--- src/rtl/uart_pkg.sv ---
// rtl/uart_pkg.sv - shared types, constants and helpers for the UART receiver
package uart_pkg;

  typedef enum logic [2:0] {
    ST_IDLE,
    ST_START,
    ST_DATA,
    ST_PARITY,
    ST_STOP,
    ST_COMMIT,
    ST_BRK
  } state_e;

  typedef enum logic [1:0] {
    PAR_NONE = 2'd0,
    PAR_ODD  = 2'd1,
    PAR_EVEN = 2'd2
  } parity_e;

  localparam int PARITY_NONE = 0;
  localparam int PARITY_ODD  = 1;
  localparam int PARITY_EVEN = 2;

  // Clock cycles per line bit (integer division).
  function automatic int bit_period(input int clk_hz, input int baud);
    return clk_hz / baud;
  endfunction

endpackage

--- src/rtl/uart_fifo.sv ---
// rtl/uart_fifo.sv - receive word FIFO with registered storage and head read-out
module uart_fifo #(
  parameter int WIDTH = 10,
  parameter int DEPTH = 4
) (
  input  logic             clk_in,
  input  logic             rst_n_in,
  input  logic             push_in,
  input  logic [WIDTH-1:0] wdata_in,
  input  logic             pop_in,
  output logic [WIDTH-1:0] rdata_out,
  output logic             full_out,
  output logic             empty_out
);

  localparam int AW = (DEPTH > 2) ? $clog2(DEPTH) : 1;

  logic [WIDTH-1:0] mem_q [DEPTH];
  logic [WIDTH-1:0] mem_d [DEPTH];
  logic [AW:0]      wptr_q, wptr_d;
  logic [AW:0]      rptr_q, rptr_d;
  logic             do_push, do_pop;

  assign empty_out = (wptr_q == rptr_q);
  assign full_out  = (wptr_q[AW] != rptr_q[AW]) && (wptr_q[AW-1:0] == rptr_q[AW-1:0]);
  // A pop frees a slot in the same cycle, so a push into a full FIFO still lands.
  assign do_pop    = pop_in && !empty_out;
  assign do_push   = push_in && (!full_out || do_pop);
  assign rdata_out = empty_out ? '0 : mem_q[rptr_q[AW-1:0]];

  // Next-state for storage and pointers.
  always_comb begin
    mem_d  = mem_q;
    wptr_d = wptr_q;
    rptr_d = rptr_q;
    if (do_push) begin
      mem_d[wptr_q[AW-1:0]] = wdata_in;
      wptr_d = wptr_q + (AW+1)'(1);
    end
    if (do_pop) begin
      rptr_d = rptr_q + (AW+1)'(1);
    end
  end

  // Storage and pointer registers.
  always_ff @(posedge clk_in or negedge rst_n_in) begin
    if (!rst_n_in) begin
      for (int i = 0; i < DEPTH; i++) mem_q[i] <= '0;
      wptr_q <= '0;
      rptr_q <= '0;
    end else begin
      mem_q  <= mem_d;
      wptr_q <= wptr_d;
      rptr_q <= rptr_d;
    end
  end

endmodule

--- src/rtl/uart_receive_cfg.sv ---
// rtl/uart_receive_cfg.sv - configurable UART receiver with majority sampling and word FIFO
module uart_receive_cfg
  import uart_pkg::*;
#(
  parameter int INPUT_CLOCK_FREQ = 100_000_000,
  parameter int BAUD_RATE        = 57600,
  parameter int DATA_BITS        = 8,
  parameter int PARITY           = 0,
  parameter int STOP_BITS        = 1,
  parameter int FIFO_DEPTH       = 4
) (
  input  logic                 clk_in,
  input  logic                 rst_n_in,
  input  logic                 rx_wire_in,
  output logic [DATA_BITS-1:0] data_byte_out,
  output logic                 parity_err_out,
  output logic                 frame_err_out,
  output logic                 valid_out,
  input  logic                 ready_in,
  output logic                 overrun_out,
  output logic                 break_out,
  output logic                 busy_out
);

  localparam int BP = bit_period(INPUT_CLOCK_FREQ, BAUD_RATE);
  localparam int CW = $clog2(BP);
  localparam logic [CW-1:0] CNT_MAX = CW'(BP - 1);
  localparam logic [CW-1:0] SMP_0   = CW'(BP/2 - 1);
  localparam logic [CW-1:0] SMP_1   = CW'(BP/2);
  localparam logic [CW-1:0] SMP_2   = CW'(BP/2 + 1);

  if (DATA_BITS < 5 || DATA_BITS > 9) begin : g_bad_data_bits
    $error("DATA_BITS must be in 5..9");
  end
  if (PARITY < 0 || PARITY > 2) begin : g_bad_parity
    $error("PARITY must be 0, 1 or 2");
  end
  if (STOP_BITS < 1 || STOP_BITS > 2) begin : g_bad_stop_bits
    $error("STOP_BITS must be 1 or 2");
  end
  if (FIFO_DEPTH < 2 || (FIFO_DEPTH & (FIFO_DEPTH - 1)) != 0) begin : g_bad_fifo_depth
    $error("FIFO_DEPTH must be a power of two >= 2");
  end
  if (BP < 4) begin : g_bad_bit_period
    $error("bit period must be at least 4 clocks");
  end

  state_e               state_q, state_d;
  logic [1:0]           sync_q, sync_d;
  logic                 prev_q, prev_d;
  logic                 seen_q, seen_d;
  logic [CW-1:0]        cnt_q, cnt_d;
  logic [1:0]           samp_q, samp_d;
  logic [DATA_BITS-1:0] shift_q, shift_d;
  logic [3:0]           bit_idx_q, bit_idx_d;
  logic                 stop_idx_q, stop_idx_d;
  logic                 par_err_q, par_err_d;
  logic                 frm_err_q, frm_err_d;
  logic                 par_bit_q, par_bit_d;
  logic                 brk_q, brk_d;
  logic                 brk_pulse_q, brk_pulse_d;

  logic                 line, maj, decide, brk_now, hold_cnt;
  logic                 push, pop, fifo_full, fifo_empty;
  logic [DATA_BITS+1:0] fifo_rdata;

  assign line   = sync_q[1];
  assign maj    = (samp_q[0] & samp_q[1]) | (samp_q[0] & line) | (samp_q[1] & line);
  assign decide = (cnt_q == SMP_2);

  // Frame FSM next-state, bit timing, sampling and datapath.
  always_comb begin
    state_d     = state_q;
    sync_d      = {sync_q[0], rx_wire_in};
    prev_d      = line;
    seen_d      = seen_q | line;
    samp_d      = samp_q;
    shift_d     = shift_q;
    bit_idx_d   = bit_idx_q;
    stop_idx_d  = stop_idx_q;
    par_err_d   = par_err_q;
    frm_err_d   = frm_err_q;
    par_bit_d   = par_bit_q;
    brk_now     = brk_q;
    brk_d       = brk_q;

    if (cnt_q == SMP_0) samp_d[0] = line;
    if (cnt_q == SMP_1) samp_d[1] = line;

    case (state_q)
      ST_IDLE: begin
        if (seen_q && prev_q && !line) state_d = ST_START;
      end
      ST_START: begin
        if (decide) begin
          if (!maj) begin
            state_d    = ST_DATA;
            bit_idx_d  = '0;
            stop_idx_d = 1'b0;
            par_err_d  = 1'b0;
            frm_err_d  = 1'b0;
            par_bit_d  = 1'b0;
            brk_d      = 1'b0;
          end else begin
            state_d = ST_IDLE;
          end
        end
      end
      ST_DATA: begin
        if (decide) begin
          shift_d = {maj, shift_q[DATA_BITS-1:1]};
          if (bit_idx_q == 4'(DATA_BITS - 1)) begin
            bit_idx_d = '0;
            state_d   = (PARITY != PARITY_NONE) ? ST_PARITY : ST_STOP;
          end else begin
            bit_idx_d = bit_idx_q + 4'd1;
          end
        end
      end
      ST_PARITY: begin
        if (decide) begin
          par_bit_d = maj;
          par_err_d = (PARITY == PARITY_ODD) ? !(^shift_q ^ maj) : (^shift_q ^ maj);
          state_d   = ST_STOP;
        end
      end
      ST_STOP: begin
        if (decide) begin
          if (!maj) frm_err_d = 1'b1;
          if (stop_idx_q == 1'b0) begin
            brk_now = (shift_q == '0) && !par_bit_q && !maj;
            brk_d   = brk_now;
          end
          if (stop_idx_q == 1'(STOP_BITS - 1)) begin
            state_d = brk_now ? ST_BRK : ST_COMMIT;
          end else begin
            stop_idx_d = 1'b1;
          end
        end
      end
      ST_COMMIT: begin
        state_d = ST_IDLE;
      end
      ST_BRK: begin
        if (line) state_d = ST_IDLE;
      end
      default: state_d = ST_IDLE;
    endcase

    brk_pulse_d = (state_q == ST_STOP) && (state_d == ST_BRK);

    hold_cnt = (state_q == ST_IDLE) || (state_q == ST_COMMIT) || (state_q == ST_BRK) ||
               (state_d == ST_IDLE) || (state_d == ST_COMMIT) || (state_d == ST_BRK);
    if (hold_cnt)               cnt_d = '0;
    else if (cnt_q == CNT_MAX)  cnt_d = '0;
    else                        cnt_d = cnt_q + CW'(1);
  end

  // State, synchronizer and datapath registers.
  always_ff @(posedge clk_in or negedge rst_n_in) begin
    if (!rst_n_in) begin
      state_q     <= ST_IDLE;
      sync_q      <= 2'b11;
      prev_q      <= 1'b1;
      seen_q      <= 1'b0;
      cnt_q       <= '0;
      samp_q      <= '0;
      shift_q     <= '0;
      bit_idx_q   <= '0;
      stop_idx_q  <= 1'b0;
      par_err_q   <= 1'b0;
      frm_err_q   <= 1'b0;
      par_bit_q   <= 1'b0;
      brk_q       <= 1'b0;
      brk_pulse_q <= 1'b0;
    end else begin
      state_q     <= state_d;
      sync_q      <= sync_d;
      prev_q      <= prev_d;
      seen_q      <= seen_d;
      cnt_q       <= cnt_d;
      samp_q      <= samp_d;
      shift_q     <= shift_d;
      bit_idx_q   <= bit_idx_d;
      stop_idx_q  <= stop_idx_d;
      par_err_q   <= par_err_d;
      frm_err_q   <= frm_err_d;
      par_bit_q   <= par_bit_d;
      brk_q       <= brk_d;
      brk_pulse_q <= brk_pulse_d;
    end
  end

  assign push        = (state_q == ST_COMMIT);
  assign pop         = valid_out && ready_in;
  assign valid_out   = !fifo_empty;
  assign overrun_out = push && fifo_full && !pop;
  assign break_out   = brk_pulse_q;
  assign busy_out    = (state_q != ST_IDLE);
  assign {frame_err_out, parity_err_out, data_byte_out} = fifo_rdata;

  uart_fifo #(
    .WIDTH (DATA_BITS + 2),
    .DEPTH (FIFO_DEPTH)
  ) u_fifo (
    .clk_in    (clk_in),
    .rst_n_in  (rst_n_in),
    .push_in   (push),
    .wdata_in  ({frm_err_q, par_err_q, shift_q}),
    .pop_in    (pop),
    .rdata_out (fifo_rdata),
    .full_out  (fifo_full),
    .empty_out (fifo_empty)
  );

endmodule

--- config.mk ---
export PLATFORM = sky130hd
export DESIGN_NAME = uart_receive_cfg
export DESIGN_NICKNAME = d
export VERILOG_FILES = /design/src/rtl/uart_pkg.sv /design/src/rtl/uart_fifo.sv /design/src/rtl/uart_receive_cfg.sv
export SDC_FILE = /design/constraint.sdc
export NUM_CORES = 1
export LEC_CHECK = 0
export BUFFER_PORTS_ARGS = -buffer_cell sky130_fd_sc_hd__buf_2
export CORE_ASPECT_RATIO = 1.5
export CORE_UTILIZATION = 58
export CTS_BUF_LIST = sky130_fd_sc_hd__clkbuf_2
export CTS_CLUSTER_SIZE = 24
export DETAILED_ROUTE_END_ITERATION = 10
export PLACE_DENSITY_LB_ADDON = 0.1
export SLEW_MARGIN = 10
export SYNTH_ARGS = -nofsm -noshare
export SYNTH_HDL_FRONTEND = slang
export SYNTH_HIERARCHICAL = 1
export SYNTH_SLANG_ARGS = --single-unit
--- constraint.sdc ---
create_clock -name clk_in -period 2.8 [get_ports clk_in]
set_input_delay 0.56 -clock clk_in [delete_from_list [all_inputs] [get_ports clk_in]]
set_output_delay 0.56 -clock clk_in [all_outputs]
set_load 0.01 [all_outputs]
Word-level counts from Yosys, hierarchy flattened
Cells that the tools add are included.

storage, ports and cells
  bits of input ports = 4
  ROM bits = 0
  memory bits (writable) = 0
  bits in latches = 0
  memories = 0
  bits in registers = 84
  output and inout port bits = 14

operators by class
  $mul = 0
  $add $sub $neg = 4
  bitwise logic cells = 9
  reduce and logical (&&, ||, !) cells = 37
  eq/ne operators = 22
  order comparisons = 3
  multiplexer cells = 41
  shift operators = 0
  divide/modulo/power cells = 0

operators with widths
  operator                 number
  $bwmux W40               1
  $mux W10                 4
  $eq A11 B10 Y1 const B   3
  $mux W3                  8
  $mux W11                 2
  $bmux W10 S2             1
  $demux W10 S2            1
  $pmux W3 S6              1
  $mux W4                  4
  $eq A3 B3 Y1 const B     5
  $logic_and A1 B1 Y1      12
  $ne A2 B2 Y1 const B     6
  $reduce_and A4 Y1        3
  $add A11 B1 Y11 const B  1
  $eq A11 B11 Y1 const B   1
  $mux W1                  11
  $pmux W1 S2              5
  $logic_not A8 Y1         1
  $pmux W4 S2              1
  $reduce_xor A8 Y1        1
  $add A3 B1 Y3 const B    2
  $eq A3 B2 Y1 const B     2
  $ge A3 B3 Y1 const B     2
  $logic_not A1 Y1         6
  other kinds (18)         32

Logic depth before layout (Yosys ltp)
Gate-level depths: netlist (run 1).

  word-level depth = 17
  mapped depth = 8

Hierarchy
Netlist (run 1), hierarchy kept.

modules (own cells, without submodules)
  module            instances  cells each  area each (µm²)
  uart_fifo         1          141         2,257.2
  uart_receive_cfg  1          210         2,038.2

Least setup slack after synthesis (run 1)
Ideal clock, no wire load.

  kind = reg2reg
  from = register u_fifo.rptr_q[1]
  to = register u_fifo/mem_q[10] (netlist name)
  arrival = 2.614 ns
  period minus slack after synthesis = 2.739 ns
  stages on the path, launching flop included = 8
  path slack = 0.061 ns
  setup time = 0.125 ns
  path buffers = 2
  cells stage by stage = dfrtp_1 > xor2_2 > nor3_1 > clkbuf_1 > nor2b_1 > buf_1 > o41ai_4 > mux2_2

between the ends
  longest elaborated chain between the ends = 6
  elaborated cells between the ends (all ways) = 9

RTL lines
  item                    RTL line                 source
  from (decl)             uart_fifo.sv:21          logic [AW:0] rptr_q, rptr_d;
  from (signal assigned)  uart_fifo.sv:54          rptr_q <= rptr_d;
  $eq A3 B3 Y1            uart_fifo.sv:24          assign empty_out = (wptr_q == rptr_q);
  named net fifo_empty    uart_receive_cfg.sv:64   logic push, pop, fifo_full, fifo_empty;
  $logic_not A1 Y1        uart_receive_cfg.sv:196  assign valid_out = !fifo_empty;
  $logic_and A1 B1 Y1     uart_receive_cfg.sv:195  assign pop = valid_out && ready_in;
  named net pop           uart_receive_cfg.sv:64
  $logic_and A1 B1 Y1     uart_fifo.sv:27          assign do_pop = pop_in && !empty_out;
  $logic_or A1 B1 Y1      uart_fifo.sv:28          assign do_push = push_in && (!full_out || do_pop);
  $logic_and A1 B1 Y1     uart_fifo.sv:28
  to (signal assigned)    uart_fifo.sv:52          mem_q <= mem_d;
  to (decl)               uart_fifo.sv:18          logic [WIDTH-1:0] mem_q [DEPTH];

The timed path passes the listed nets, and every way through them passes these cells.
A chain may end at the register's enable or synchronous reset.

Worst setup path after layout (run 1)
  from = register u_fifo.rptr_q[2]
  to = output overrun_out

between the ends
  longest elaborated chain between the ends = 5
  elaborated cells between the ends (all ways) = 8

RTL lines
  item                  RTL line                 source
  $eq A3 B3 Y1          uart_fifo.sv:24
  named net fifo_empty  uart_receive_cfg.sv:64
  $logic_not A1 Y1      uart_receive_cfg.sv:196
  $logic_and A1 B1 Y1   uart_receive_cfg.sv:195
  named net pop         uart_receive_cfg.sv:64
  $logic_not A1 Y1      uart_receive_cfg.sv:197  assign overrun_out = push && fifo_full && !pop;
  $logic_and A1 B1 Y1   uart_receive_cfg.sv:197
  to (decl)             uart_receive_cfg.sv:20   output logic overrun_out,

The timed path passes the listed nets, and every way through them passes these cells.

==> flow_metrics.tcl, run 1 <==
set metrics [dict create \
    outcome "finished clean" \
    r2r_slack_ps 560 \
    globalRoute.totalOverflow 0 \
    design.die.area_um2 7760 \
    wl_per_cell_um 16.4 \
    antenna-diode-count 0 \
    critical_path.slowest_cell "sky130_fd_sc_hd__dfrtp_2" \
    setup_tns_ps 0 \
    min-delay-path-class "in2reg" \
    number_of_synthesized_flops_with_an_enable_pin 0 \
    asyncSetResetFlopFracSynth_pct 100 \
    drt_pass1_iterations 4 \
    grt_pass1_vias 2773 \
    post-route-period-util_pct 95.4 \
    relSlewSlack_pct 60.4 \
    detailedPlacementHpwl_um 5620 \
    clock_tree.buffer_depth 2 \
    worstPathRequired_ps 2240 \
    design.final.nets 403 \
    worst_setup_path_end_kind "primary output" \
    worst_slew_pin_slew_ps 587 \
    ctsRootBufferMaster "sky130_fd_sc_hd__clkbuf_2" \
    maxUsedRoutingLayer "met4" \
    cts.sinks 82 \
    rows 38 \
    unrepaired_setup_endpoints_after_global_routing "no" \
    worst-path-max-fanout 8 \
    global_route_wire_length_before_repair_um 13400 \
    min_period_ps 2670 \
    yosys_warnings 6 \
    pin_count 18 \
    postSynthAreaPerCell_um2 12.2 \
    drive_above_1_share_pct 32.7 \
    cp_cell_sequence "xor2_2 -> nor3_2 -> nor2b_1 -> buf_6 -> nor4b_2 -> buf_2" \
    p_per_area_nw_per_um2 453 \
    finalSetupViolCount 0 \
    drcViolationCount 0 \
    worst_path_largest_cell_delay_ps 510 \
    report.final.hold_viol_count 0 \
    grt_start_max_net_pins 55 \
    placeableCoreArea_um2 7180 \
    data_arrival_time_of_the_worst_path_ps 2110 \
    synthDistinctLibCells 57 \
    syn_area_um2 4300 \
    synth-seq-cells 82 \
    grtUsageTotal_pct 23.1 \
    clkSlewWorstSetupHoldPaths_ps 240 \
    fmax_mhz 375 \
    synth-seq-area-share_pct 47.9 \
    syn-instance-count 351 \
    start_kind "flip-flop" \
    postSynth.topFlopCell "sky130_fd_sc_hd__dfrtp_1" \
    met2RoutedLength_um 4410 \
    global_placement_routability_congestion 0.767 \
    worst_skew_pair.late_latency_ps 550 \
    worstRegToRegCells 7 \
    setup.worst_path.class "reg2out" \
    syn2layout_area_growth_pct 11.8 \
    postLayoutCoreUtil_pct 66.9 \
    grt_antenna_before_repair 0 \
    drtAntennaViolNets 0 \
    vias_per_cell 5.66 \
    cts-buffers-inserted 9 \
    postSynthNetCount 368 \
    num_vias 2779 \
    wl_met1_um 3260 \
    final.setup_skew_ps 30.1 \
    hold_path_depth 1 \
    regToRegEndpoint "u_fifo/mem_q[7]$_DFFE_PN0P_" \
    whs_endpoint "sync_q[0]$_DFF_PN1_" \
    die_w_um 72.3 \
    final_max_slew_viol_count 0 \
    p_leak_nw 2.17 \
    vdd_drop_max_mv 0.469 \
    clock_tree.htree_level_count 3 \
    nFillCells 553 \
    die_height_um 107 \
    floorplan.initialDensity_pct 59.8 \
    r2r-start "u_fifo/rptr_q[2]$_DFFE_PN0P_" \
    detailedRoute.firstIterationViolations 111 \
    io_buffers 17 \
    routed_wl_um 8050 \
    start_point_of_the_worst_hold_path "rx_wire_in" \
    timing.max_cap.violations 0 \
    met3WireLength_um 224 \
    tritoncts "yes" \
]
## final cells by class
class / count / area, um2 / share of cell area (%)
clock buffers: 9 / 45.0 / 0.938
repair buffers: 39 / 275 / 5.73
multi-input cells: 236 / 2130 / 44.4
flip-flops and latches: 82 / 2060 / 42.9
clock inverters: 7 / 93.8 / 1.95
inverters: 18 / 67.6 / 1.41
well taps: 100 / 125 / 2.61
## worst max-delay path, delay by kind of cell (launching register included)
family / cells / cell delay, ps
XOR/XNOR: 1 / 210
AND/OR/NAND/NOR: 3 / 540
flip-flops: 1 / 510
buffers and inverters: 2 / 320
## per-stage QoR
stage	std cells	instance area, um2	hold WS (ps)	total power, mW	setup slack, ps
after floorplan	351	4300	264	1.42	61.0
after global placement	468	4550	348	1.48	519
after detailed placement	468	4550	353	1.49	447
after CTS	487	4750	34.7	2.20	1.79
after global routing	491	4800	26.6	2.27	11.3
final	491	4800	81.9	2.18	130
## cell usage in the layout, fill, tap and decap left out, types with 3 or more instances in the layout
master,n
sky130_fd_sc_hd__a211oi_1,7
sky130_fd_sc_hd__a31oi_1,6
sky130_fd_sc_hd__and2_1,4
sky130_fd_sc_hd__and3b_1,3
sky130_fd_sc_hd__buf_2,16
sky130_fd_sc_hd__buf_4,19
sky130_fd_sc_hd__clkbuf_2,9
sky130_fd_sc_hd__dfrtp_1,74
sky130_fd_sc_hd__dfrtp_2,5
sky130_fd_sc_hd__dfstp_2,3
sky130_fd_sc_hd__ha_1,13
sky130_fd_sc_hd__inv_1,18
sky130_fd_sc_hd__mux2_1,9
sky130_fd_sc_hd__mux2_2,35
sky130_fd_sc_hd__mux4_2,10
sky130_fd_sc_hd__nand2_1,27
sky130_fd_sc_hd__nand3_1,10
sky130_fd_sc_hd__nor2_1,9
sky130_fd_sc_hd__nor2b_1,15
sky130_fd_sc_hd__nor3_1,4
sky130_fd_sc_hd__o21ai_0,19
sky130_fd_sc_hd__o41ai_4,3
sky130_fd_sc_hd__xnor2_1,16
## cell usage after synthesis, drive strengths merged (2+ instances only)
| cell type | count | area [um2] |
|---|---|---|
| a2111oi | 4 | 66.3 |
| a211oi | 7 | 52.6 |
| a21oi | 2 | 10.0 |
| a31oi | 7 | 50.1 |
| and2 | 4 | 25.0 |
| and3b | 3 | 26.3 |
| and4b | 2 | 20.0 |
| buf | 8 | 53.8 |
| clkbuf | 7 | 26.3 |
| dfrtp | 79 | 1980 |
| dfstp | 3 | 78.8 |
| ha | 13 | 163 |
| inv | 18 | 67.6 |
| mux2 | 44 | 495 |
| mux4 | 10 | 225 |
| nand2 | 27 | 101 |
| nand3 | 10 | 50.1 |
| nand4bb | 2 | 22.5 |
| nor2 | 9 | 33.8 |
| nor2b | 15 | 93.8 |
| nor3 | 6 | 41.3 |
| nor3b | 2 | 15.0 |
| nor4 | 2 | 12.5 |
| o21ai | 22 | 114 |
| o31ai | 2 | 15.0 |
| o41ai | 5 | 108 |
| or2 | 2 | 12.5 |
| or3 | 2 | 22.5 |
| xnor2 | 17 | 156 |
| xor2 | 4 | 50.1 |
## worst max-delay path by stage
stage | from | end | cells after the start
after floorplan | u_fifo/rptr_q[1]$_DFFE_PN0P_ | u_fifo/mem_q[10]$_DFFE_PN0P_ | 7
after global placement | u_fifo/wptr_q[0]$_DFFE_PN0P_ | u_fifo/mem_q[9]$_DFFE_PN0P_ | 7
after detailed placement | u_fifo/wptr_q[1]$_DFFE_PN0P_ | u_fifo/mem_q[9]$_DFFE_PN0P_ | 7
after CTS | u_fifo/rptr_q[0]$_DFFE_PN0P_ | overrun_out | 6
after global routing | u_fifo/rptr_q[2]$_DFFE_PN0P_ | overrun_out | 6
final | u_fifo/rptr_q[2]$_DFFE_PN0P_ | overrun_out | 6
## cell families (layout without fill, tap and decap cells)
kind of cell    Yosys count  count (layout)  share of synthesized area, %
flops                    82              82                          47.9
mux                      54              54                          16.8
xor+xnor                 21              21                          4.81
simple gates             93              93                          12.5
buf+inv                  33              73                          3.44
compound gates           54              54                          10.6
fa+ha+maj                14              14                          4.02
## flip-flops by register name, indices dropped and copies added (netlist names)
register / cells
prev_q: 1
cnt_q: 11
u_fifo/mem_q: 40
par_err_q: 1
sync_q: 2
frm_err_q: 1
bit_idx_q: 4
shift_q: 8
break_out: 1
u_fifo/rptr_q: 3
par_bit_q: 1
state_q: 3
seen_q: 1
u_fifo/wptr_q: 3
samp_q: 2
## layer usage
layer / vias up / global-route usage, %
met5: - / 0
met4: 0 / 10.2
met3: 12 / 4.40
met2: 49 / 40.9
met1: 1387 / 26.7
li1: 1331 / -
## what timing repair did
item	CTS	global route
pin swaps	0	2
setup buffers	2	4
setup endpoints to repair	11	1
hold buffers	1	0
hold endpoints to repair	25	0
gates resized for setup	7	5
## where the power goes
group | switching (mW) | internal, mW | total (mW)
Clock | 0.417 | 0.294 | 0.710
Sequential | 0.0473 | 1.22 | 1.26
Combinational | 0.118 | 0.0824 | 0.200
Total | 0.582 | 1.59 | 2.18
No activity file was read; power rests on OpenSTA's default activity.
==> run 2, diff against run 1 <==
--- a/config.mk
+++ b/config.mk
@@ -12,6 +12,7 @@
 export CTS_CLUSTER_SIZE = 24
 export DETAILED_ROUTE_END_ITERATION = 10
 export PLACE_DENSITY_LB_ADDON = 0.1
+export REMOVE_ABC_BUFFERS = 1
 export SLEW_MARGIN = 10
 export SYNTH_ARGS = -nofsm -noshare
 export SYNTH_HDL_FRONTEND = slang
==> flow_metrics.tcl, run 2 (synthesized netlist as in run 1, its figures left out) <==
set metrics [dict create \
    design.die.area_um2 7760 \
    rows 38 \
    p_per_area_nw_per_um2 433 \
    post-route-period-util_pct 95.9 \
    wl_per_cell_um 16.4 \
    global_route_wire_length_before_repair_um 13200 \
    placeableCoreArea_um2 7180 \
    top_register "u_fifo/mem_q" \
    final_cell_mix "75 x sky130_fd_sc_hd__dfrtp_1, 35 x sky130_fd_sc_hd__mux2_2, 27 x sky130_fd_sc_hd__nand2_1" \
    dp_cells 465 \
    clkSlewWorstSetupHoldPaths_ps 200 \
    unrepaired_setup_endpoints_after_global_routing "no" \
    worst_skew_pair.late_latency_ps 510 \
    nFillCells 558 \
    io_buffers 17 \
    worstPathRequired_ps 2240 \
    detailedRoute.firstIterationViolations 92 \
    final.setup_skew_ps 15.8 \
    cts-buffers-inserted 9 \
    vdd_drop_max_mv 0.460 \
    outcome "finished clean" \
    grt_antenna_before_repair 0 \
    worst_slew_pin_slew_ps 570 \
    fmax_mhz 372 \
    fin_total_pwr_mw 2.03 \
    biggest_regs "u_fifo/mem_q: 40 flops, cnt_q: 11 flops, shift_q: 8 flops" \
    antenna-diode-count 0 \
    global_placement_routability_congestion 0.758 \
    layoutNonFillerInstCount 480 \
    setup_tns_ps 0 \
    vias_per_cell 5.70 \
    floorplan.initialDensity_pct 59.8 \
    die_height_um 107 \
    min-delay-path-class "in2reg" \
    syn2layout_area_growth_pct 8.91 \
    ff_latch_area_um2 2060 \
    worst-path-max-fanout 9 \
    min_period_ps 2680 \
    drcViolationCount 0 \
    ctsRootBufferMaster "sky130_fd_sc_hd__clkbuf_2" \
    clock_tree.buffer_depth 2 \
    layout_commonest_cell "sky130_fd_sc_hd__dfrtp_1" \
    timing.max_cap.violations 0 \
    pin_count 18 \
    report.final.hold_viol_count 0 \
    worst_slack_ps 115 \
    whs_ps 112 \
    relSlewSlack_pct 61.5 \
    num_vias 2734 \
    finalSetupViolCount 0 \
    place_ws_ps 398 \
    clock_tree.htree_level_count 3 \
    final_max_slew_viol_count 0 \
    setup.worst_path.class "reg2out" \
    start_kind "flip-flop" \
    drive_above_1_share_pct 30.3 \
    data_arrival_time_of_the_worst_path_ps 2120 \
    cts.sinks 82 \
    drt_pass1_iterations 4 \
    design.final.nets 395 \
    grt_start_max_net_pins 83 \
    worst_setup_path_end_kind "primary output" \
    postLayoutCoreUtil_pct 65.2 \
    layout.cell_area.non_filler_um2 4680 \
    detailed_place.area_um2 4530 \
    drtAntennaViolNets 0 \
    grt_pass1_vias 2778 \
    globalRoute.totalOverflow 0 \
    p_leak_nw 2.11 \
    grtUsageTotal_pct 22.8 \
    multi_input_area_um2 2130 \
    largest_register_ffs 40 \
    routed_wl_um 7860 \
    detailedPlacementHpwl_um 5460 \
    tritoncts "yes" \
    die_w_um 72.3 \
]
## run 2: cell count changes in the layout (fill, tap and decap cells not counted)
cell                        before  now
sky130_fd_sc_hd__buf_4          19   13
sky130_fd_sc_hd__xor2_1          1    2
sky130_fd_sc_hd__dfrtp_1        74   75
sky130_fd_sc_hd__bufinv_16       2    1
sky130_fd_sc_hd__dfrtp_2         5    4
sky130_fd_sc_hd__clkinv_4        2    0
sky130_fd_sc_hd__xor2_2          1    0
sky130_fd_sc_hd__buf_6           2    0
## run 2: critical path: stages (launching register included)
cell	delay, ps
sky130_fd_sc_hd__dfrtp_2	490
sky130_fd_sc_hd__xor2_4	250
sky130_fd_sc_hd__nor3_2	220
sky130_fd_sc_hd__nor2b_1	70
sky130_fd_sc_hd__buf_4	180
sky130_fd_sc_hd__nor4b_2	250
sky130_fd_sc_hd__buf_2	170
## run 2: what timing repair did
action,in CTS,in global routing
gates resized for setup,6,2
buffers inserted,0,1
hold endpoints to repair,6,0
hold buffers,1,0
endpoints found under the setup margin,5,1
pin swaps,1,1
## run 2: power by group
group / total, mW / leakage [nW] / switching [mW] / internal [mW]
clock network: 0.567 / 0.0571 / 0.380 / 0.187
logic: 0.196 / 0.937 / 0.115 / 0.0811
registers: 1.26 / 1.12 / 0.0465 / 1.22
total: 2.03 / 2.11 / 0.541 / 1.49
## run 2: worst paths after layout
path	slack [ps]	startpoint	end	cells past startpoint
hold reg to reg	380	sync_q[0]$_DFF_PN1_	sync_q[1]$_DFF_PN1_	0
setup reg to reg	520	u_fifo/rptr_q[1]$_DFFE_PN0P_	u_fifo/wptr_q[1]$_DFFE_PN0P_	6
setup / recovery	120	u_fifo/rptr_q[1]$_DFFE_PN0P_	overrun_out	6
min in group asynchronous	570	rst_n_in	u_fifo/rptr_q[2]$_DFFE_PN0P_	3
max in group asynchronous	1880	rst_n_in	prev_q$_DFF_PN1_	3
hold / removal	110	rx_wire_in	sync_q[0]$_DFF_PN1_	1
## run 2: final cells by class
cell class | count | share of cell area [%]
multi-input combinational | 236 | 45.4
sequential | 82 | 44.0
timing repair buffer | 31 | 4.44
tap | 100 | 2.67
inverter | 18 | 1.44
clock inverter | 4 | 0.990
clock buffer | 9 | 0.963
## run 2: routing by layer
layer,track usage (%),vias to the layer above,share of wire [%]
met1,25.5,1381,41
li1,-,1312,-
met3,2.62,15,1.4
met2,41.7,26,55
met5,0,-,0
met4,11.6,0,2.3
